--- config.mk ---
export PLATFORM = sky130hd
export DESIGN_NAME = clock_divider_ctrl
export DESIGN_NICKNAME = d
export VERILOG_FILES = /design/src/rtl/clock_divider_ctrl.sv
export SDC_FILE = /design/constraint.sdc
export NUM_CORES = 1
export LEC_CHECK = 0
export CORE_ASPECT_RATIO = 0.5
export CORE_MARGIN = 1
export CORE_UTILIZATION = 59
export DETAILED_ROUTE_END_ITERATION = 8
export GPL_TIMING_DRIVEN = 0
export HOLD_SLACK_MARGIN = 0.12
export PLACE_DENSITY = 0.8
export RECOVER_POWER = 25
export SLEW_MARGIN = 15
export SYNTH_ARGS = -nofsm -noshare
export SYNTH_HDL_FRONTEND = slang
export SYNTH_SLANG_ARGS = --single-unit
--- constraint.sdc ---
create_clock -name clk_in -period 4.7 [get_ports clk_in]
set_input_delay 0.705 -clock clk_in [delete_from_list [all_inputs] [get_ports clk_in]]
set_output_delay 0.705 -clock clk_in [all_outputs]
set_load 0.1 [all_outputs]
--- src/rtl/clock_divider_ctrl.sv ---
// clock_divider_ctrl: runtime controller for a counter-based clock divider.
// Takes divisor/mode configs over a valid/ready handshake and runs the
// divider free-running (RUN) or for a fixed number of ticks (BURST).
// Ports:
//   clk_in, reset          : clock, synchronous active-high reset
//   cfg_valid/cfg_ready    : config handshake
//   cfg_mode/div/count     : 00 stop, 01 run, 10 burst, 11 stop;
//                            divisor (0 acts as 1); burst tick count
//   tick, clk_out          : 1-cycle enable, toggle square wave
//   busy, done             : not idle, burst-complete pulse
module clock_divider_ctrl #(
   parameter int COUNTER_WIDTH = 27,
   parameter int DEFAULT_DIV   = 50_000_000,
   parameter int BURST_WIDTH   = 8
) (
   input  logic                     clk_in,
   input  logic                     reset,
   input  logic                     cfg_valid,
   output logic                     cfg_ready,
   input  logic [1:0]               cfg_mode,
   input  logic [COUNTER_WIDTH-1:0] cfg_div,
   input  logic [BURST_WIDTH-1:0]   cfg_count,
   output logic                     tick,
   output logic                     clk_out,
   output logic                     busy,
   output logic                     done
);

   typedef enum logic [1:0] {
      S_IDLE  = 2'd0,
      S_RUN   = 2'd1,
      S_BURST = 2'd2
   } state_t;

   localparam logic [COUNTER_WIDTH-1:0] ONE = COUNTER_WIDTH'(1);
   localparam logic [COUNTER_WIDTH-1:0] DIV_RST = COUNTER_WIDTH'(DEFAULT_DIV);
   localparam logic [BURST_WIDTH-1:0] ONE_B = BURST_WIDTH'(1);

   state_t                   state_q, state_d;
   logic [COUNTER_WIDTH-1:0] counter_q, counter_d;
   logic [COUNTER_WIDTH-1:0] div_active_q, div_active_d;
   logic [BURST_WIDTH-1:0]   remaining_q, remaining_d;
   logic                     pending_q, pending_d;
   logic                     pend_burst_q, pend_burst_d;
   logic [COUNTER_WIDTH-1:0] pend_div_q, pend_div_d;
   logic [BURST_WIDTH-1:0]   pend_count_q, pend_count_d;
   logic                     tick_q, tick_d;
   logic                     clk_out_q, clk_out_d;
   logic                     busy_q, busy_d;
   logic                     done_q, done_d;

   logic                     accept;
   logic                     is_run_cfg;
   logic                     is_burst_cfg;
   logic                     last;
   logic [COUNTER_WIDTH-1:0] div_eff;

   assign cfg_ready = !reset &&
                      ((state_q == S_IDLE) ||
                       (state_q == S_RUN && !pending_q));

   assign accept       = cfg_valid && cfg_ready;
   assign is_run_cfg   = (cfg_mode == 2'b01);
   assign is_burst_cfg = (cfg_mode == 2'b10);
   assign div_eff      = (cfg_div == '0) ? ONE : cfg_div;
   // div_active is never 0, so div_active-1 cannot underflow
   assign last         = (counter_q == div_active_q - ONE);

   always_comb begin
      state_d      = state_q;
      counter_d    = counter_q;
      div_active_d = div_active_q;
      remaining_d  = remaining_q;
      pending_d    = pending_q;
      pend_burst_d = pend_burst_q;
      pend_div_d   = pend_div_q;
      pend_count_d = pend_count_q;
      tick_d       = 1'b0;
      clk_out_d    = clk_out_q;
      done_d       = 1'b0;

      unique case (state_q)
         S_IDLE: begin
            counter_d = '0;
            clk_out_d = 1'b0;
            if (accept && is_run_cfg) begin
               state_d      = S_RUN;
               div_active_d = div_eff;
            end else if (accept && is_burst_cfg) begin
               state_d      = S_BURST;
               div_active_d = div_eff;
               remaining_d  = cfg_count;
            end
         end

         S_RUN: begin
            if (accept && !is_run_cfg && !is_burst_cfg) begin
               // stop takes effect at once, even on a tick edge
               state_d   = S_IDLE;
               counter_d = '0;
               clk_out_d = 1'b0;
               pending_d = 1'b0;
            end else begin
               if (last) begin
                  counter_d = '0;
                  tick_d    = 1'b1;
                  clk_out_d = ~clk_out_q;
                  // a shadowed config swaps in only on a period boundary
                  if (pending_q) begin
                     pending_d    = 1'b0;
                     div_active_d = pend_div_q;
                     remaining_d  = pend_count_q;
                     state_d      = pend_burst_q ? S_BURST : S_RUN;
                  end
               end else begin
                  counter_d = counter_q + ONE;
               end
               // accept implies no config pending, so no clash above
               if (accept) begin
                  pending_d    = 1'b1;
                  pend_burst_d = is_burst_cfg;
                  pend_div_d   = div_eff;
                  pend_count_d = cfg_count;
               end
            end
         end

         S_BURST: begin
            if (remaining_q == '0) begin
               // zero-length burst: finish without ticking
               state_d   = S_IDLE;
               counter_d = '0;
               clk_out_d = 1'b0;
               done_d    = 1'b1;
            end else if (last) begin
               counter_d   = '0;
               tick_d      = 1'b1;
               clk_out_d   = ~clk_out_q;
               remaining_d = remaining_q - ONE_B;
               if (remaining_q == ONE_B) begin
                  state_d = S_IDLE;
                  done_d  = 1'b1;
               end
            end else begin
               counter_d = counter_q + ONE;
            end
         end

         default: begin
            state_d   = S_IDLE;
            counter_d = '0;
            clk_out_d = 1'b0;
         end
      endcase

      busy_d = (state_d != S_IDLE);
   end

   always_ff @(posedge clk_in) begin
      if (reset) begin
         state_q      <= S_IDLE;
         counter_q    <= '0;
         div_active_q <= DIV_RST;
         remaining_q  <= '0;
         pending_q    <= 1'b0;
         pend_burst_q <= 1'b0;
         pend_div_q   <= ONE;
         pend_count_q <= '0;
         tick_q       <= 1'b0;
         clk_out_q    <= 1'b0;
         busy_q       <= 1'b0;
         done_q       <= 1'b0;
      end else begin
         state_q      <= state_d;
         counter_q    <= counter_d;
         div_active_q <= div_active_d;
         remaining_q  <= remaining_d;
         pending_q    <= pending_d;
         pend_burst_q <= pend_burst_d;
         pend_div_q   <= pend_div_d;
         pend_count_q <= pend_count_d;
         tick_q       <= tick_d;
         clk_out_q    <= clk_out_d;
         busy_q       <= busy_d;
         done_q       <= done_d;
      end
   end

   assign tick    = tick_q;
   assign clk_out = clk_out_q;
   assign busy    = busy_q;
   assign done    = done_q;

endmodule

==> results of run 1 <==
cell type report:
type / count / area (um^2)
Buffer: 48 / 199
Clock buffer: 11 / 243
Clock inverter: 5 / 78.8
Fill cell: 782 / 2700
Inverter: 14 / 52.6
Multi-Input combinational cell: 542 / 3570
Sequential cell: 105 / 2100
Tap cell: 135 / 169
Timing Repair Buffer: 46 / 455
what timing repair did:
item,4_1_cts,5_1_grt
hold buffers,0,0
buffers inserted,0,2
endpoints found under the setup margin,0,16
gates resized for setup,0,1
cell usage in the layout, fill, tap and decap left out, types with 7 or more instances in the layout:
master and count:
sky130_fd_sc_hd__nor3_1 25, sky130_fd_sc_hd__clkdlybuf4s50_1 40, sky130_fd_sc_hd__inv_1 14, sky130_fd_sc_hd__nor2_1 72, sky130_fd_sc_hd__nand4_1 8, sky130_fd_sc_hd__buf_1 7, sky130_fd_sc_hd__a311oi_1 9, sky130_fd_sc_hd__and3_1 8
sky130_fd_sc_hd__mux2i_1 40, sky130_fd_sc_hd__dfxtp_1 105, sky130_fd_sc_hd__nand2_1 57, sky130_fd_sc_hd__o211ai_1 24, sky130_fd_sc_hd__ha_1 9, sky130_fd_sc_hd__or4_1 10, sky130_fd_sc_hd__o21ai_0 32, sky130_fd_sc_hd__buf_2 9
sky130_fd_sc_hd__o2111ai_1 10, sky130_fd_sc_hd__nor4_1 10, sky130_fd_sc_hd__xnor2_1 33, sky130_fd_sc_hd__nand3_1 35, sky130_fd_sc_hd__clkbuf_1 32, sky130_fd_sc_hd__xor2_1 27, sky130_fd_sc_hd__clkbuf_16 9, sky130_fd_sc_hd__a21oi_1 50
sequential cells by signal, summed over array words and instances, names as in the netlist:
name          count
pend_div_q       27
state_q           2
pending_q         1
counter_q        27
div_active_q     27
clk_out           1
tick              1
pend_count_q      8
pend_burst_q      1
done              1
remaining_q       8
busy              1
power by group through the flow:
stage / sequential [mW] / clock (mW) / combinational, mW
after CTS: 1.02 / 0.822 / 0.634
final: 1.03 / 0.818 / 0.647
after global placement: 1.04 / 0 / 0.612
after floorplan: 1.03 / 0 / 0.455
after global routing: 1.03 / 0.856 / 0.703
after detailed placement: 1.04 / 0 / 0.628
layer usage:
layer	vias to the layer above	global-route usage
met5	-	0
met4	0	0.0957
met3	32	0.0604
met2	235	0.506
met1	2688	0.422
li1	2708	-
how the worst min path moves through the flow:
stage / end / depth (start not counted)
finish: pend_div_q[23] / 2
global route: pend_count_q[0] / 2
CTS: pend_div_q[23] / 2
detailed placement: pend_div_q[16] / 2
global placement: pend_div_q[22] / 2
floorplan: pend_div_q[13] / 2
worst register-to-register path: stages (launching register included):
cell	delay, ns
sky130_fd_sc_hd__dfxtp_1	0.35
sky130_fd_sc_hd__inv_1	0.11
sky130_fd_sc_hd__ha_1	0.28
sky130_fd_sc_hd__or4b_1	0.45
sky130_fd_sc_hd__buf_2	0.17
sky130_fd_sc_hd__or4_1	0.41
sky130_fd_sc_hd__buf_2	0.18
sky130_fd_sc_hd__a211oi_1	0.31
sky130_fd_sc_hd__o22ai_1	0.15
sky130_fd_sc_hd__or4bb_1	0.53
sky130_fd_sc_hd__or4_4	0.51
sky130_fd_sc_hd__o21ai_4	0.35
sky130_fd_sc_hd__nand2_2	0.17
sky130_fd_sc_hd__buf_2	0.25
sky130_fd_sc_hd__o211ai_1	0.21
kinds of logic (layout without fill, tap and decap cells):
family                     count (synthesis)  count (layout)  share of synthesized area
AOI/OAI and AO/OA                        173             173                      0.201
xor gates and xnor gates                  61              61                     0.0927
adders and majority gates                  9               9                     0.0190
buffers and inverters                     62             124                     0.0425
DFF                                      105             105                      0.355
muxes                                     41              41                     0.0696
and+or+nand+nor                          258             258                      0.220
==> impl_metrics.xml, run 1 <==
<?xml version="1.0" encoding="UTF-8"?>
<metrics>
  <group name="status">
    <metric name="status" unit="">completed</metric>
  </group>
  <group name="global_routing">
    <metric name="grt_util_all_layers" unit="">0.312</metric>
    <metric name="grt_antenna_before_repair" unit="">0</metric>
    <metric name="grt-ovfl-total" unit="">0</metric>
    <metric name="wire_length_of_the_first_global_routing_pass" unit="um">24900</metric>
    <metric name="grt_max_degree" unit="">17</metric>
    <metric name="first_global_vias" unit="">5023</metric>
  </group>
  <group name="clocking">
    <metric name="clockBufferDepth" unit="">2</metric>
    <metric name="cts.sinks" unit="">105</metric>
    <metric name="cts.htree.levels" unit="">3</metric>
    <metric name="root_buffer_selected_by_cts" unit="">sky130_fd_sc_hd__clkbuf_16</metric>
    <metric name="tritoncts_clock_tree" unit="">done</metric>
    <metric name="cts.clk_slew.worst_paths" unit="ns">0.07</metric>
    <metric name="clk-insertion-delay-late" unit="ns">0.35</metric>
    <metric name="inserted_clock_buffers" unit="">9</metric>
  </group>
  <group name="setup_path">
    <metric name="worst_setup_path_startpoint" unit="">div_active_q[0]</metric>
    <metric name="crit_fanout" unit="">10</metric>
    <metric name="setup.worst_path.start_class" unit="">flip-flop</metric>
    <metric name="reg2reg_slack" unit="ns">0.19</metric>
    <metric name="cpMaxStageDelayCell" unit="">sky130_fd_sc_hd__or4bb_1</metric>
    <metric name="crit_chain" unit="">inv_1, ha_1, or4b_1, buf_2, or4_1, buf_2, a211oi_1, o22ai_1, or4bb_1, or4_4, o21ai_4, nand2_2, buf_2, o211ai_1</metric>
    <metric name="critical_path.reg2reg.endpoint" unit="">div_active_q[12]</metric>
    <metric name="critPathCaptureType" unit="">flip-flop</metric>
    <metric name="timing.critical_path.arrival" unit="ns">4.78</metric>
    <metric name="critPathKind" unit="">reg2reg</metric>
    <metric name="timing.rr.start" unit="">div_active_q[0]</metric>
    <metric name="crit_cells" unit="">14</metric>
    <metric name="critical_path.top_delay_family" unit="">simple AND/OR/NAND/NOR gates</metric>
    <metric name="worst_ep_required_time" unit="ns">4.97</metric>
    <metric name="setup.worst_path.end" unit="">div_active_q[12]</metric>
    <metric name="path_buf_inv" unit="">4</metric>
    <metric name="cpMostUsedCell" unit="">sky130_fd_sc_hd__buf_2</metric>
    <metric name="cpPeakStageDelay" unit="ns">0.53</metric>
    <metric name="worst_r2r_path_depth" unit="">14</metric>
  </group>
  <group name="power">
    <metric name="p_switching" unit="uW">805</metric>
    <metric name="switching_share" unit="">0.323</metric>
    <metric name="internal_power" unit="mW">1.69</metric>
    <metric name="power_density" unit="nW/um^2">363</metric>
    <metric name="power.share.sequential" unit="">0.412</metric>
    <metric name="final_total_power" unit="mW">2.49</metric>
    <metric name="vdd_drop_max" unit="mV">0.207</metric>
    <metric name="leakage" unit="nW">2.34</metric>
    <metric name="comb_power_share" unit="">0.260</metric>
    <metric name="power.share.clock" unit="">0.328</metric>
  </group>
  <group name="placed_design">
    <metric name="dp_hpwl" unit="um">11500</metric>
    <metric name="place_inst" unit="">888</metric>
    <metric name="finalWeightedCongestion" unit="">0.937</metric>
    <metric name="port_buffers" unit="">44</metric>
    <metric name="placedInstanceArea" unit="um^2">6520</metric>
    <metric name="dp_slack" unit="ns">0.226</metric>
  </group>
  <group name="sta">
    <metric name="max_slew_margin" unit="">0.350</metric>
    <metric name="hold_violations" unit="">0</metric>
    <metric name="final_count_of_pins_violating_max_slew" unit="">0</metric>
    <metric name="rsz0062_at_grt" unit="">no</metric>
    <metric name="timing.fmax" unit="MHz">222</metric>
    <metric name="finalCritPeriodShare" unit="">0.960</metric>
    <metric name="finalWorstPathRequiredPeriod" unit="ns">4.51</metric>
    <metric name="layout_setup_ws" unit="ns">0.189</metric>
    <metric name="skew" unit="ns">0.00803</metric>
    <metric name="fin_tns_setup" unit="ns">0</metric>
    <metric name="slew_of_the_pin_with_the_lowest_slew_margin" unit="ns">0.968</metric>
    <metric name="setup_viol" unit="">0</metric>
    <metric name="whs" unit="ns">0.456</metric>
  </group>
  <group name="floorplanning">
    <metric name="die_w" unit="um">144</metric>
    <metric name="core_area" unit="um^2">9570</metric>
    <metric name="fp.dieH" unit="um">72.8</metric>
    <metric name="ioPinCount" unit="">45</metric>
    <metric name="placement_rows" unit="">25</metric>
    <metric name="die_area" unit="um^2">10500</metric>
    <metric name="start_util" unit="">0.618</metric>
  </group>
  <group name="detailed_routing">
    <metric name="mean_number_of_vias_per_cell" unit="">6.25</metric>
    <metric name="highest_layer" unit="">met4</metric>
    <metric name="detailroute.wirelength.met3" unit="um">1160</metric>
    <metric name="first_iter_violations" unit="">427</metric>
    <metric name="met2RoutedLength" unit="um">7280</metric>
    <metric name="drc" unit="">0</metric>
    <metric name="firstDrtPassIters" unit="">5</metric>
    <metric name="avgRoutedWirePerCell" unit="um">17.5</metric>
    <metric name="postRouteAntennaNets" unit="">0</metric>
    <metric name="wl" unit="um">15900</metric>
    <metric name="num_vias" unit="">5663</metric>
    <metric name="wl_met1" unit="um">7180</metric>
  </group>
  <group name="cells_and_area">
    <metric name="final_cell_count_no_fill" unit="">906</metric>
    <metric name="area.growth.synth_to_final" unit="%">16.1</metric>
    <metric name="finalInstanceArea" unit="um^2">6870</metric>
    <metric name="layout-drive-gt1-share" unit="">0.0558</metric>
    <metric name="antenna-diode-count" unit="">0</metric>
    <metric name="nNetsFinal" unit="">815</metric>
    <metric name="final_core_util" unit="">0.718</metric>
  </group>
  <group name="job">
    <metric name="maxCapViolCount" unit="">0</metric>
  </group>
  <group name="synth">
    <metric name="synth_area_per_cell" unit="um^2">8.34</metric>
    <metric name="netlist_area" unit="um^2">5910</metric>
    <metric name="yosys_warnings" unit="">0</metric>
    <metric name="ys_ff_latch" unit="">105</metric>
    <metric name="synth_largest_type_area_fraction" unit="">0.355</metric>
    <metric name="primary_flip_flop_cell_chosen_by_synthesis_mapping" unit="">sky130_fd_sc_hd__dfxtp_1</metric>
    <metric name="ys_top_cells_by_area" unit="">sky130_fd_sc_hd__dfxtp_1 36%, sky130_fd_sc_hd__mux2i_1 6.8%, sky130_fd_sc_hd__xnor2_1 4.9%</metric>
    <metric name="syn-instance-count" unit="">709</metric>
    <metric name="synth_edf_count" unit="">0</metric>
    <metric name="synth.cells.most_frequent" unit="">105 x sky130_fd_sc_hd__dfxtp_1, 72 x sky130_fd_sc_hd__nor2_1, 57 x sky130_fd_sc_hd__nand2_1</metric>
    <metric name="synth.distinct_cells" unit="">66</metric>
    <metric name="synth_top_cell_by_area" unit="">sky130_fd_sc_hd__dfxtp_1</metric>
    <metric name="ys_seq_area_frac" unit="">0.355</metric>
    <metric name="postSynth.asyncResetShare" unit="">0</metric>
    <metric name="syn_nets" unit="">758</metric>
    <metric name="synth.most_common_cell" unit="">sky130_fd_sc_hd__dfxtp_1</metric>
  </group>
  <group name="worst_hold_path">
    <metric name="origin_of_the_worst_min_delay_path" unit="">pend_div_q[23]</metric>
    <metric name="hold_class" unit="">reg2reg</metric>
  </group>
</metrics>
(Power assumes the default switching activity.)
==> run 2: changes to the inputs <==
Settings changed: CORE_UTILIZATION 59 to 64, DONT_BUFFER_PORTS set to 1, SETUP_SLACK_MARGIN set to 0.2.
==> run 2 against run 1 <==
  * The flow now finishes with violations (max-capacitance violations, max-slew violations)
  * Worst hold slack improved by 0.0049 ns
  * Final cell count shrank 6.5%
  * Highest routed layer unchanged
  * Routed wire length shrank 3.3%
  * Maximum frequency increased by 4.2%
  * Critical endpoint is now div_active_q[25]
  * Via count down 4.6%
  * Design area decreased by 6.6%
==> impl_metrics.xml, run 2 (synthesis results as in run 1) <==
<?xml version="1.0" encoding="UTF-8"?>
<metrics>
  <group name="status">
    <metric name="status" unit="">finished, violations left</metric>
    <metric name="failed_checks" unit="">max-capacitance violations, max-slew violations</metric>
  </group>
  <group name="detailed_routing">
    <metric name="avgRoutedWirePerCell" unit="um">18.1</metric>
    <metric name="first_iter_violations" unit="">561</metric>
    <metric name="mean_number_of_vias_per_cell" unit="">6.38</metric>
    <metric name="drc" unit="">0</metric>
    <metric name="num_vias" unit="">5404</metric>
    <metric name="postRouteAntennaNets" unit="">0</metric>
    <metric name="firstDrtPassIters" unit="">5</metric>
    <metric name="wl" unit="um">15400</metric>
  </group>
  <group name="sta">
    <metric name="final_count_of_pins_violating_max_slew" unit="">1</metric>
    <metric name="slew_of_the_pin_with_the_lowest_slew_margin" unit="ns">1.73</metric>
    <metric name="skew" unit="ns">0.0113</metric>
    <metric name="max_slew_margin" unit="">-0.160</metric>
    <metric name="timing.fmax" unit="MHz">231</metric>
    <metric name="setup_viol" unit="">0</metric>
    <metric name="finalCritPeriodShare" unit="">0.921</metric>
    <metric name="whs" unit="ns">0.461</metric>
    <metric name="rsz0062_at_grt" unit="">no</metric>
    <metric name="hold_violations" unit="">0</metric>
    <metric name="fin_tns_setup" unit="ns">0</metric>
    <metric name="finalWorstPathRequiredPeriod" unit="ns">4.33</metric>
  </group>
  <group name="global_routing">
    <metric name="wire_length_of_the_first_global_routing_pass" unit="um">24600</metric>
    <metric name="first_global_vias" unit="">4978</metric>
    <metric name="grt_max_degree" unit="">22</metric>
    <metric name="grt_antenna_before_repair" unit="">0</metric>
    <metric name="grt_util_all_layers" unit="">0.328</metric>
    <metric name="grt-ovfl-total" unit="">0</metric>
  </group>
  <group name="floorplanning">
    <metric name="ioPinCount" unit="">45</metric>
    <metric name="core_area" unit="um^2">8830</metric>
    <metric name="placement_rows" unit="">24</metric>
    <metric name="die_w" unit="um">138</metric>
    <metric name="start_util" unit="">0.670</metric>
    <metric name="die_area" unit="um^2">9650</metric>
    <metric name="fp.dieH" unit="um">70.0</metric>
  </group>
  <group name="clocking">
    <metric name="tritoncts_clock_tree" unit="">done</metric>
    <metric name="cts.sinks" unit="">105</metric>
    <metric name="cts.clk_slew.worst_paths" unit="ns">0.08</metric>
    <metric name="cts.htree.levels" unit="">3</metric>
    <metric name="inserted_clock_buffers" unit="">9</metric>
    <metric name="root_buffer_selected_by_cts" unit="">sky130_fd_sc_hd__clkbuf_16</metric>
    <metric name="clk-insertion-delay-late" unit="ns">0.36</metric>
    <metric name="cts_hold_buffers" unit="">0</metric>
    <metric name="clockBufferDepth" unit="">2</metric>
  </group>
  <group name="power">
    <metric name="p_switching" unit="uW">840</metric>
    <metric name="power.share.sequential" unit="">0.432</metric>
    <metric name="switching_share" unit="">0.351</metric>
    <metric name="comb_power_share" unit="">0.244</metric>
    <metric name="internal_power" unit="mW">1.56</metric>
    <metric name="power.share.clock" unit="">0.324</metric>
    <metric name="final_total_power" unit="mW">2.40</metric>
    <metric name="leakage" unit="nW">2.16</metric>
    <metric name="power_density" unit="nW/um^2">373</metric>
    <metric name="vdd_drop_max" unit="mV">0.255</metric>
  </group>
  <group name="cells_and_area">
    <metric name="leading_cell_types_in_the_layout_fill_and_taps_excluded" unit="">105 x sky130_fd_sc_hd__dfxtp_1, 72 x sky130_fd_sc_hd__nor2_1, 57 x sky130_fd_sc_hd__nand2_1</metric>
    <metric name="layout_commonest_cell" unit="">sky130_fd_sc_hd__dfxtp_1</metric>
    <metric name="area.growth.synth_to_final" unit="%">8.50</metric>
    <metric name="final_cell_count_no_fill" unit="">847</metric>
    <metric name="nNetsFinal" unit="">774</metric>
    <metric name="layout-drive-gt1-share" unit="">0.0671</metric>
    <metric name="antenna-diode-count" unit="">0</metric>
    <metric name="layout_top_registers" unit="">counter_q: 27 flops, div_active_q: 27 flops, pend_div_q: 27 flops</metric>
    <metric name="layout.filler_cells" unit="">717</metric>
  </group>
  <group name="setup_path">
    <metric name="timing.critical_path.arrival" unit="ns">4.61</metric>
    <metric name="critPathKind" unit="">reg2reg</metric>
    <metric name="cpPeakStageDelay" unit="ns">0.63</metric>
    <metric name="cpMaxStageDelayCell" unit="">sky130_fd_sc_hd__or4_4</metric>
    <metric name="setup.worst_path.start_class" unit="">flip-flop</metric>
    <metric name="critPathCaptureType" unit="">flip-flop</metric>
    <metric name="critical_path.top_delay_family" unit="">simple AND/OR/NAND/NOR gates</metric>
    <metric name="crit_chain" unit="">inv_1, ha_2, or4b_1, buf_2, or4_1, buf_2, or4_1, a31oi_1, a21oi_1, or4_4, o21ai_4, nand2_2, buf_2, o211ai_1</metric>
    <metric name="worst_ep_required_time" unit="ns">4.98</metric>
    <metric name="crit_fanout" unit="">10</metric>
    <metric name="cpMostUsedCell" unit="">sky130_fd_sc_hd__buf_2</metric>
    <metric name="reg2reg_slack" unit="ns">0.37</metric>
    <metric name="path_buf_inv" unit="">4</metric>
  </group>
  <group name="placed_design">
    <metric name="place_inst" unit="">826</metric>
    <metric name="dp_hpwl" unit="um">11000</metric>
    <metric name="finalWeightedCongestion" unit="">0.959</metric>
    <metric name="port_buffers" unit="">0</metric>
  </group>
  <group name="job">
    <metric name="maxCapViolCount" unit="">1</metric>
  </group>
  <group name="worst_hold_path">
    <metric name="hold_class" unit="">reg2reg</metric>
  </group>
</metrics>
run 2: layout make-up:
cell class              instances  area, um^2  area share
plain buffers                  48         200      0.0312
clock buffers                   9         225      0.0351
clock inverters                 7        82.6      0.0129
inverters                      14        52.6     0.00819
multi-input cells             542        3570       0.556
flip-flops and latches        105        2100       0.328
well taps                     117         146      0.0228
repair buffers                  5        37.5     0.00585
run 2: final timing paths:
path / start / to / depth (start not counted)
max: div_active_q[1] / div_active_q[25] / 14
min: pend_count_q[0] / pend_count_q[0] / 2
max reg2reg: div_active_q[1] / div_active_q[25] / 14
min reg2reg: pend_count_q[0] / pend_count_q[0] / 2
run 2: worst register-to-register path, stage by stage, from the launching register on:
cell and delay, ns:
sky130_fd_sc_hd__dfxtp_1 0.34, sky130_fd_sc_hd__inv_1 0.13, sky130_fd_sc_hd__ha_2 0.25, sky130_fd_sc_hd__or4b_1 0.43
sky130_fd_sc_hd__buf_2 0.18, sky130_fd_sc_hd__or4_1 0.39, sky130_fd_sc_hd__buf_2 0.17, sky130_fd_sc_hd__or4_1 0.47
sky130_fd_sc_hd__a31oi_1 0.17, sky130_fd_sc_hd__a21oi_1 0.18, sky130_fd_sc_hd__or4_4 0.64, sky130_fd_sc_hd__o21ai_4 0.33
sky130_fd_sc_hd__nand2_2 0.14, sky130_fd_sc_hd__buf_2 0.24, sky130_fd_sc_hd__o211ai_1 0.20
run 2: power groups by stage:
stage          sequential, mW  clock (mW)  combinational [mW]
3_5_place_dp             1.05           0               0.565
5_1_grt                  1.04       0.812               0.637
4_1_cts                  1.03       0.773               0.569
6_report                 1.04       0.777               0.584
3_3_place_gp             1.05           0               0.554
2_1_floorplan            1.03           0               0.455
run 2: per-stage QoR:
step	worst slack [ns]	cell area, um^2	util
after global placement	0.331	6060	0.687
after floorplan	0.888	5910	-
after detailed placement	0.259	6060	0.687
final	0.371	6420	0.727
after CTS	0.238	6370	0.722
after global routing	0.207	6420	0.727
run 2: repair_timing:
action / CTS / global route
setup buffers: 0 / 5
endpoints found under the setup margin: 0 / 28
resized for setup: 0 / 3
run 2: layer usage:
layer  GRT usage  routed length, um  vias up
li1            -                  -     2630
met1       0.446               7020     2550
met2       0.511               6900      200
met3      0.0828               1230       24
met4      0.0930                217        0
met5           0                  0        -
==> run 3: changes to the inputs <==
Settings changed: CORE_ASPECT_RATIO 0.5 to 2, PLACE_DENSITY 0.8 to not set, PLACE_DENSITY_LB_ADDON set to 0.12.
==> run 3 against run 2 <==
  * The flow still finishes with violations (max-capacitance violations, max-slew violations)
  * Worst hold slack about the same
  * Clock power down 4.6%
  * Design area decreased by 0.60%
  * Combinational power up 3.8%
  * Clock-buffer cell count did not move
  * Worst setup slack got worse by 0.11 ns
  * Utilization is 1.4 points lower
  * Sequential share of layout area increased by 0.20 points
  * Sequential power about the same
  * Clock skew fell by 0.0035 ns
  * First-iteration DRC count fell by 41%
  * Final cell count shrank 1.8%
  * Largest cell class unchanged
  * Largest power group unchanged
==> impl_metrics.xml, run 3 (synthesis results as in run 1) <==
<?xml version="1.0" encoding="UTF-8"?>
<metrics>
  <group name="status">
    <metric name="status" unit="">finished, violations left</metric>
    <metric name="failed_checks" unit="">max-capacitance violations, max-slew violations</metric>
  </group>
  <group name="sta">
    <metric name="rsz0062_at_grt" unit="">no</metric>
    <metric name="fin_tns_setup" unit="ns">0</metric>
    <metric name="finalCritPeriodShare" unit="">0.945</metric>
    <metric name="skew" unit="ns">0.00775</metric>
    <metric name="timing.fmax" unit="MHz">225</metric>
    <metric name="final_count_of_pins_violating_max_slew" unit="">1</metric>
    <metric name="finalWorstPathRequiredPeriod" unit="ns">4.44</metric>
    <metric name="setup_viol" unit="">0</metric>
    <metric name="whs" unit="ns">0.462</metric>
    <metric name="hold_violations" unit="">0</metric>
    <metric name="slew_of_the_pin_with_the_lowest_slew_margin" unit="ns">1.73</metric>
    <metric name="layout_setup_ws" unit="ns">0.258</metric>
    <metric name="max_slew_margin" unit="">-0.157</metric>
  </group>
  <group name="worst_hold_path">
    <metric name="worst_hold_path.endpoint" unit="">pend_count_q[6]</metric>
    <metric name="hold_class" unit="">reg2reg</metric>
    <metric name="origin_of_the_worst_min_delay_path" unit="">pend_count_q[6]</metric>
    <metric name="hold-path-cell-count" unit="">2</metric>
  </group>
  <group name="detailed_routing">
    <metric name="num_vias" unit="">5480</metric>
    <metric name="firstDrtPassIters" unit="">7</metric>
    <metric name="first_iter_violations" unit="">331</metric>
    <metric name="drc" unit="">0</metric>
    <metric name="avgRoutedWirePerCell" unit="um">20.2</metric>
    <metric name="wl" unit="um">16800</metric>
    <metric name="postRouteAntennaNets" unit="">0</metric>
    <metric name="mean_number_of_vias_per_cell" unit="">6.59</metric>
  </group>
  <group name="power">
    <metric name="power_density" unit="nW/um^2">374</metric>
    <metric name="internal_power" unit="mW">1.54</metric>
    <metric name="p_switching" unit="uW">839</metric>
    <metric name="switching_share" unit="">0.352</metric>
    <metric name="leakage" unit="nW">2.14</metric>
    <metric name="comb_power_share" unit="">0.254</metric>
    <metric name="vdd_drop_max" unit="mV">0.275</metric>
    <metric name="power.share.sequential" unit="">0.435</metric>
    <metric name="power.share.clock" unit="">0.311</metric>
  </group>
  <group name="cells_and_area">
    <metric name="leading_cell_types_in_the_layout_fill_and_taps_excluded" unit="">105 x sky130_fd_sc_hd__dfxtp_1, 72 x sky130_fd_sc_hd__nor2_1, 57 x sky130_fd_sc_hd__nand2_1</metric>
    <metric name="antenna-diode-count" unit="">0</metric>
    <metric name="area.growth.synth_to_final" unit="%">7.85</metric>
    <metric name="nNetsFinal" unit="">774</metric>
    <metric name="finalInstanceArea" unit="um^2">6380</metric>
    <metric name="layout_top_registers" unit="">counter_q: 27 flops, div_active_q: 27 flops, pend_div_q: 27 flops</metric>
    <metric name="layout-drive-gt1-share" unit="">0.0671</metric>
    <metric name="layout.filler_cells" unit="">725</metric>
    <metric name="final_core_util" unit="">0.713</metric>
    <metric name="layout_commonest_cell" unit="">sky130_fd_sc_hd__dfxtp_1</metric>
  </group>
  <group name="setup_path">
    <metric name="reg2reg_slack" unit="ns">0.26</metric>
    <metric name="timing.rr.start" unit="">div_active_q[0]</metric>
    <metric name="crit_fanout" unit="">10</metric>
    <metric name="critPathKind" unit="">reg2reg</metric>
    <metric name="setup.worst_path.start_class" unit="">flip-flop</metric>
    <metric name="worst_ep_required_time" unit="ns">4.98</metric>
    <metric name="critical_path.reg2reg.endpoint" unit="">div_active_q[7]</metric>
    <metric name="timing.critical_path.arrival" unit="ns">4.72</metric>
    <metric name="worst_r2r_path_depth" unit="">14</metric>
    <metric name="critPathCaptureType" unit="">flip-flop</metric>
  </group>
  <group name="floorplanning">
    <metric name="fp.dieH" unit="um">138</metric>
    <metric name="die_area" unit="um^2">9650</metric>
    <metric name="core_area" unit="um^2">8950</metric>
    <metric name="die_w" unit="um">70.0</metric>
    <metric name="ioPinCount" unit="">45</metric>
    <metric name="placement_rows" unit="">49</metric>
    <metric name="start_util" unit="">0.661</metric>
  </group>
  <group name="global_routing">
    <metric name="grt_util_all_layers" unit="">0.353</metric>
    <metric name="first_global_vias" unit="">5483</metric>
    <metric name="grt_antenna_before_repair" unit="">0</metric>
    <metric name="grt_max_degree" unit="">20</metric>
    <metric name="wire_length_of_the_first_global_routing_pass" unit="um">26400</metric>
    <metric name="grt-ovfl-total" unit="">0</metric>
  </group>
  <group name="placed_design">
    <metric name="placedInstanceArea" unit="um^2">6040</metric>
    <metric name="dp_slack" unit="ns">0.190</metric>
    <metric name="dp_hpwl" unit="um">12900</metric>
    <metric name="port_buffers" unit="">0</metric>
    <metric name="finalWeightedCongestion" unit="">0.922</metric>
  </group>
  <group name="clocking">
    <metric name="clockBufferDepth" unit="">2</metric>
    <metric name="clk-insertion-delay-late" unit="ns">0.36</metric>
    <metric name="inserted_clock_buffers" unit="">9</metric>
    <metric name="root_buffer_selected_by_cts" unit="">sky130_fd_sc_hd__clkbuf_16</metric>
    <metric name="cts.sinks" unit="">105</metric>
    <metric name="tritoncts_clock_tree" unit="">done</metric>
    <metric name="cts.clk_slew.worst_paths" unit="ns">0.08</metric>
    <metric name="cts.htree.levels" unit="">3</metric>
  </group>
  <group name="job">
    <metric name="maxCapViolCount" unit="">1</metric>
  </group>
</metrics>
run 3: through the flow:
| stage | cells | power, mW |
|---|---|---|
| global route | 832 | 2.48 |
| CTS | 829 | 2.36 |
| global placement | 811 | 1.62 |
| finish | 832 | 2.38 |
| floorplan | 709 | 1.48 |
| detailed placement | 811 | 1.64 |
run 3: timing repair:
action                     CTS  global route
resized for setup            1             3
pin swaps                    1             1
setup endpoints to repair    9            28
buffers inserted             2             3
hold buffers                 0             0
run 3: final cells by class:
| class | instances | area (um^2) | area share |
|---|---|---|---|
| Buffer | 48 | 200 | 0.0314 |
| Clock buffer | 9 | 225 | 0.0353 |
| Clock inverter | 7 | 61.3 | 0.00961 |
| Inverter | 14 | 52.6 | 0.00824 |
| Multi-Input combinational cell | 542 | 3570 | 0.560 |
| Sequential cell | 105 | 2100 | 0.330 |
| Tap cell | 102 | 128 | 0.0200 |
| Timing Repair Buffer | 5 | 37.5 | 0.00588 |
run 3: metal layers:
layer	global-route usage	wire (um)
met1	0.314	5650
met2	0.679	9380
met3	0.0778	765
met5	0	0
met4	0.257	1000
run 3: critical path: stages (launching register included):
cell and delay [ns]:
sky130_fd_sc_hd__dfxtp_1 0.34, sky130_fd_sc_hd__inv_1 0.11, sky130_fd_sc_hd__ha_1 0.28, sky130_fd_sc_hd__or4b_1 0.44, sky130_fd_sc_hd__buf_2 0.17, sky130_fd_sc_hd__or4_1 0.41
sky130_fd_sc_hd__buf_2 0.18, sky130_fd_sc_hd__a211oi_1 0.34, sky130_fd_sc_hd__o22ai_1 0.19, sky130_fd_sc_hd__or4bb_1 0.53, sky130_fd_sc_hd__or4_4 0.51, sky130_fd_sc_hd__o21ai_4 0.28
sky130_fd_sc_hd__nand2_2 0.14, sky130_fd_sc_hd__buf_2 0.24, sky130_fd_sc_hd__o211ai_1 0.19
run 3: power by group through the flow:
stage	Sequential (mW)	Clock (mW)	Combinational (mW)
detailed placement	1.05	0	0.586
floorplan	1.03	0	0.455
CTS	1.03	0.742	0.590
finish	1.04	0.741	0.606
global placement	1.05	0	0.566
global route	1.04	0.779	0.658
run 3: how the worst max path moves through the flow:
stage / from / cells past startpoint / endpoint
after floorplan: div_active_q[0] / 14 / div_active_q[8]
after global placement: div_active_q[0] / 14 / div_active_q[15]
after detailed placement: div_active_q[0] / 14 / div_active_q[7]
after CTS: div_active_q[0] / 14 / div_active_q[7]
after global routing: div_active_q[0] / 14 / div_active_q[7]
final: div_active_q[0] / 14 / div_active_q[7]
==> edit: new RTL, settings of run 3 <==
Add an input register stage for `cfg_valid`, `cfg_mode`, `cfg_div` and `cfg_count`; this delays them by one clock.
--- a/src/rtl/clock_divider_ctrl.sv
+++ b/src/rtl/clock_divider_ctrl.sv
@@ -36,6 +36,18 @@
    localparam logic [COUNTER_WIDTH-1:0] DIV_RST = COUNTER_WIDTH'(DEFAULT_DIV);
    localparam logic [BURST_WIDTH-1:0] ONE_B = BURST_WIDTH'(1);
 
+   logic cfg_valid_q;
+   logic [1:0] cfg_mode_q;
+   logic [COUNTER_WIDTH-1:0] cfg_div_q;
+   logic [BURST_WIDTH-1:0] cfg_count_q;
+
+   always_ff @(posedge clk_in) begin
+      cfg_valid_q <= cfg_valid;
+      cfg_mode_q  <= cfg_mode;
+      cfg_div_q   <= cfg_div;
+      cfg_count_q <= cfg_count;
+   end
+
    state_t                   state_q, state_d;
    logic [COUNTER_WIDTH-1:0] counter_q, counter_d;
    logic [COUNTER_WIDTH-1:0] div_active_q, div_active_d;
@@ -59,10 +71,10 @@
                       ((state_q == S_IDLE) ||
                        (state_q == S_RUN && !pending_q));
 
-   assign accept       = cfg_valid && cfg_ready;
-   assign is_run_cfg   = (cfg_mode == 2'b01);
-   assign is_burst_cfg = (cfg_mode == 2'b10);
-   assign div_eff      = (cfg_div == '0) ? ONE : cfg_div;
+   assign accept       = cfg_valid_q && cfg_ready;
+   assign is_run_cfg   = (cfg_mode_q == 2'b01);
+   assign is_burst_cfg = (cfg_mode_q == 2'b10);
+   assign div_eff      = (cfg_div_q == '0) ? ONE : cfg_div_q;
    // div_active is never 0, so div_active-1 cannot underflow
    assign last         = (counter_q == div_active_q - ONE);
 
@@ -89,7 +101,7 @@
             end else if (accept && is_burst_cfg) begin
                state_d      = S_BURST;
                div_active_d = div_eff;
-               remaining_d  = cfg_count;
+               remaining_d  = cfg_count_q;
             end
          end
 
@@ -120,7 +132,7 @@
                   pending_d    = 1'b1;
                   pend_burst_d = is_burst_cfg;
                   pend_div_d   = div_eff;
-                  pend_count_d = cfg_count;
+                  pend_count_d = cfg_count_q;
                end
             end
          end
Behaviour: not the same (Yosys sat finds a counterexample within 4 cycles, from zero or initial values and one cycle with reset high).
==> edit against run 3 <==
- design area rose by 18%
- sequential cell count rose by 38
- via count rose by 6.2%
- synthesized area rose by 14%
- maximum frequency rose by 3.6%
- power rose by 32%
- routed wire length rose by 2.7%
- worst setup slack improved by 150 ps
- highest routed layer unchanged
==> edit: results <==
run_status:
  status: "complete, no violations"
timing:
  slew_headroom: 0.334
  period_share: 0.912
  fin_skew_ps: 5.67
  slew_viol_final: 0
yosys:
  avgSynthCellArea_um2: 8.57
  ys_seq_area_frac: 0.424
  synth-xor-area-share: 0.0792
  synthTopCellsByArea: "dfxtp_1, nand2_1, a21oi_1"
  synth_mux_area_frac: 0.0469
  synth_fa_ha_area_frac: 0.0167
critical_path:
  endpoint: "div_active_q[24]"
  cp_data_arrival_time_ps: 4560
  r2r_slack_ps: 410
  slowest_delay_ps: 610
global_route:
  grt_pass1_vias: 5889
  grtUsageTotal: 0.336
  grt_pass1_wl_mm: 27.6
final_layout:
  nFillCells: 779
  layout.nets: 855
  drive_gt1_frac: 0.0965
  fin_cells: 954
placed_design:
  placed_cells: 922
  dp_slack_ps: 505
  gp_congestion: 0.915
  placed_area_um2: 6910
  dp_hpwl_mm: 13.1
detailed_routing:
  drt_iter0_markers: 318
  post_drt_via_cell_ratio: 6.10
pwr:
  p_leak_uw: 0.00252
  internal_power_uw: 2220
clocking:
  post_cts_resized: 0
  htree_levels: 4
  clock_latency_ps: 420
  post_cts_buffers: 0
[edit: how the worst min path moves through the flow]
stage	startpoint	end	depth (start not counted)
2_1_floorplan	cfg_count_q[0]	pend_count_q[0]	2
3_3_place_gp	pend_div_q[21]	pend_div_q[21]	2
3_5_place_dp	pend_div_q[21]	pend_div_q[21]	2
4_1_cts	cfg_count[3]	cfg_count_q[3]	0
5_1_grt	cfg_div[8]	cfg_div_q[8]	0
6_report	cfg_div[19]	cfg_div_q[19]	0
[edit: critical path: cells and delay by family (launching register included)]
family	cells	cell delay [ps]
adders and majority gates	1	140
and+or+nand+nor	4	1640
buffers and inverters	3	660
DFF	1	370
AOI/OAI and AO/OA	5	1330
[edit: cell families (layout without fill, tap and decap cells)]
group	after synthesis	in the layout
AO/OA/AOI/OAI	172	172
multiplexers	30	30
flip-flops	143	143
AND/OR/NAND/NOR	308	308
XOR/XNOR	61	61
buffers and inverters	64	96
adder cells (fa/ha/maj)	9	9
[edit: final cells by class]
class | count | area [um^2] | area share
clock inverters | 13 | 130 | 0.0174
clock buffers | 19 | 453 | 0.0604
multi-input cells | 580 | 3600 | 0.480
well taps | 135 | 169 | 0.0225
plain buffers | 48 | 224 | 0.0299
flip-flops and latches | 143 | 2860 | 0.382
inverters | 16 | 60.1 | 0.00801
[edit: per-stage QoR]
step | hold slack, ps | util
after detailed placement | 446 | 0.681
after floorplan | 432 | -
after CTS | 300 | 0.739
after global routing | 291 | 0.739
final | 301 | 0.739
after global placement | 438 | 0.681
[edit: routing by layer]
metal / vias up / global-route usage / part of all wire / wire length [um]
li1: 2824 / - / - / -
met2: 187 / 0.618 / 0.54 / 9380
met5: - / 0 / 0 / 0
met4: 0 / 0.245 / 0.070 / 1200
met1: 2730 / 0.302 / 0.35 / 6040
met3: 79 / 0.0693 / 0.036 / 625
[edit: power groups by stage]
stage | combinational [uW] | clock, uW | sequential, uW
2_1_floorplan | 373 | 0 | 1360
3_3_place_gp | 461 | 0 | 1380
3_5_place_dp | 476 | 0 | 1380
4_1_cts | 481 | 1310 | 1360
5_1_grt | 532 | 1360 | 1370
6_report | 488 | 1310 | 1360
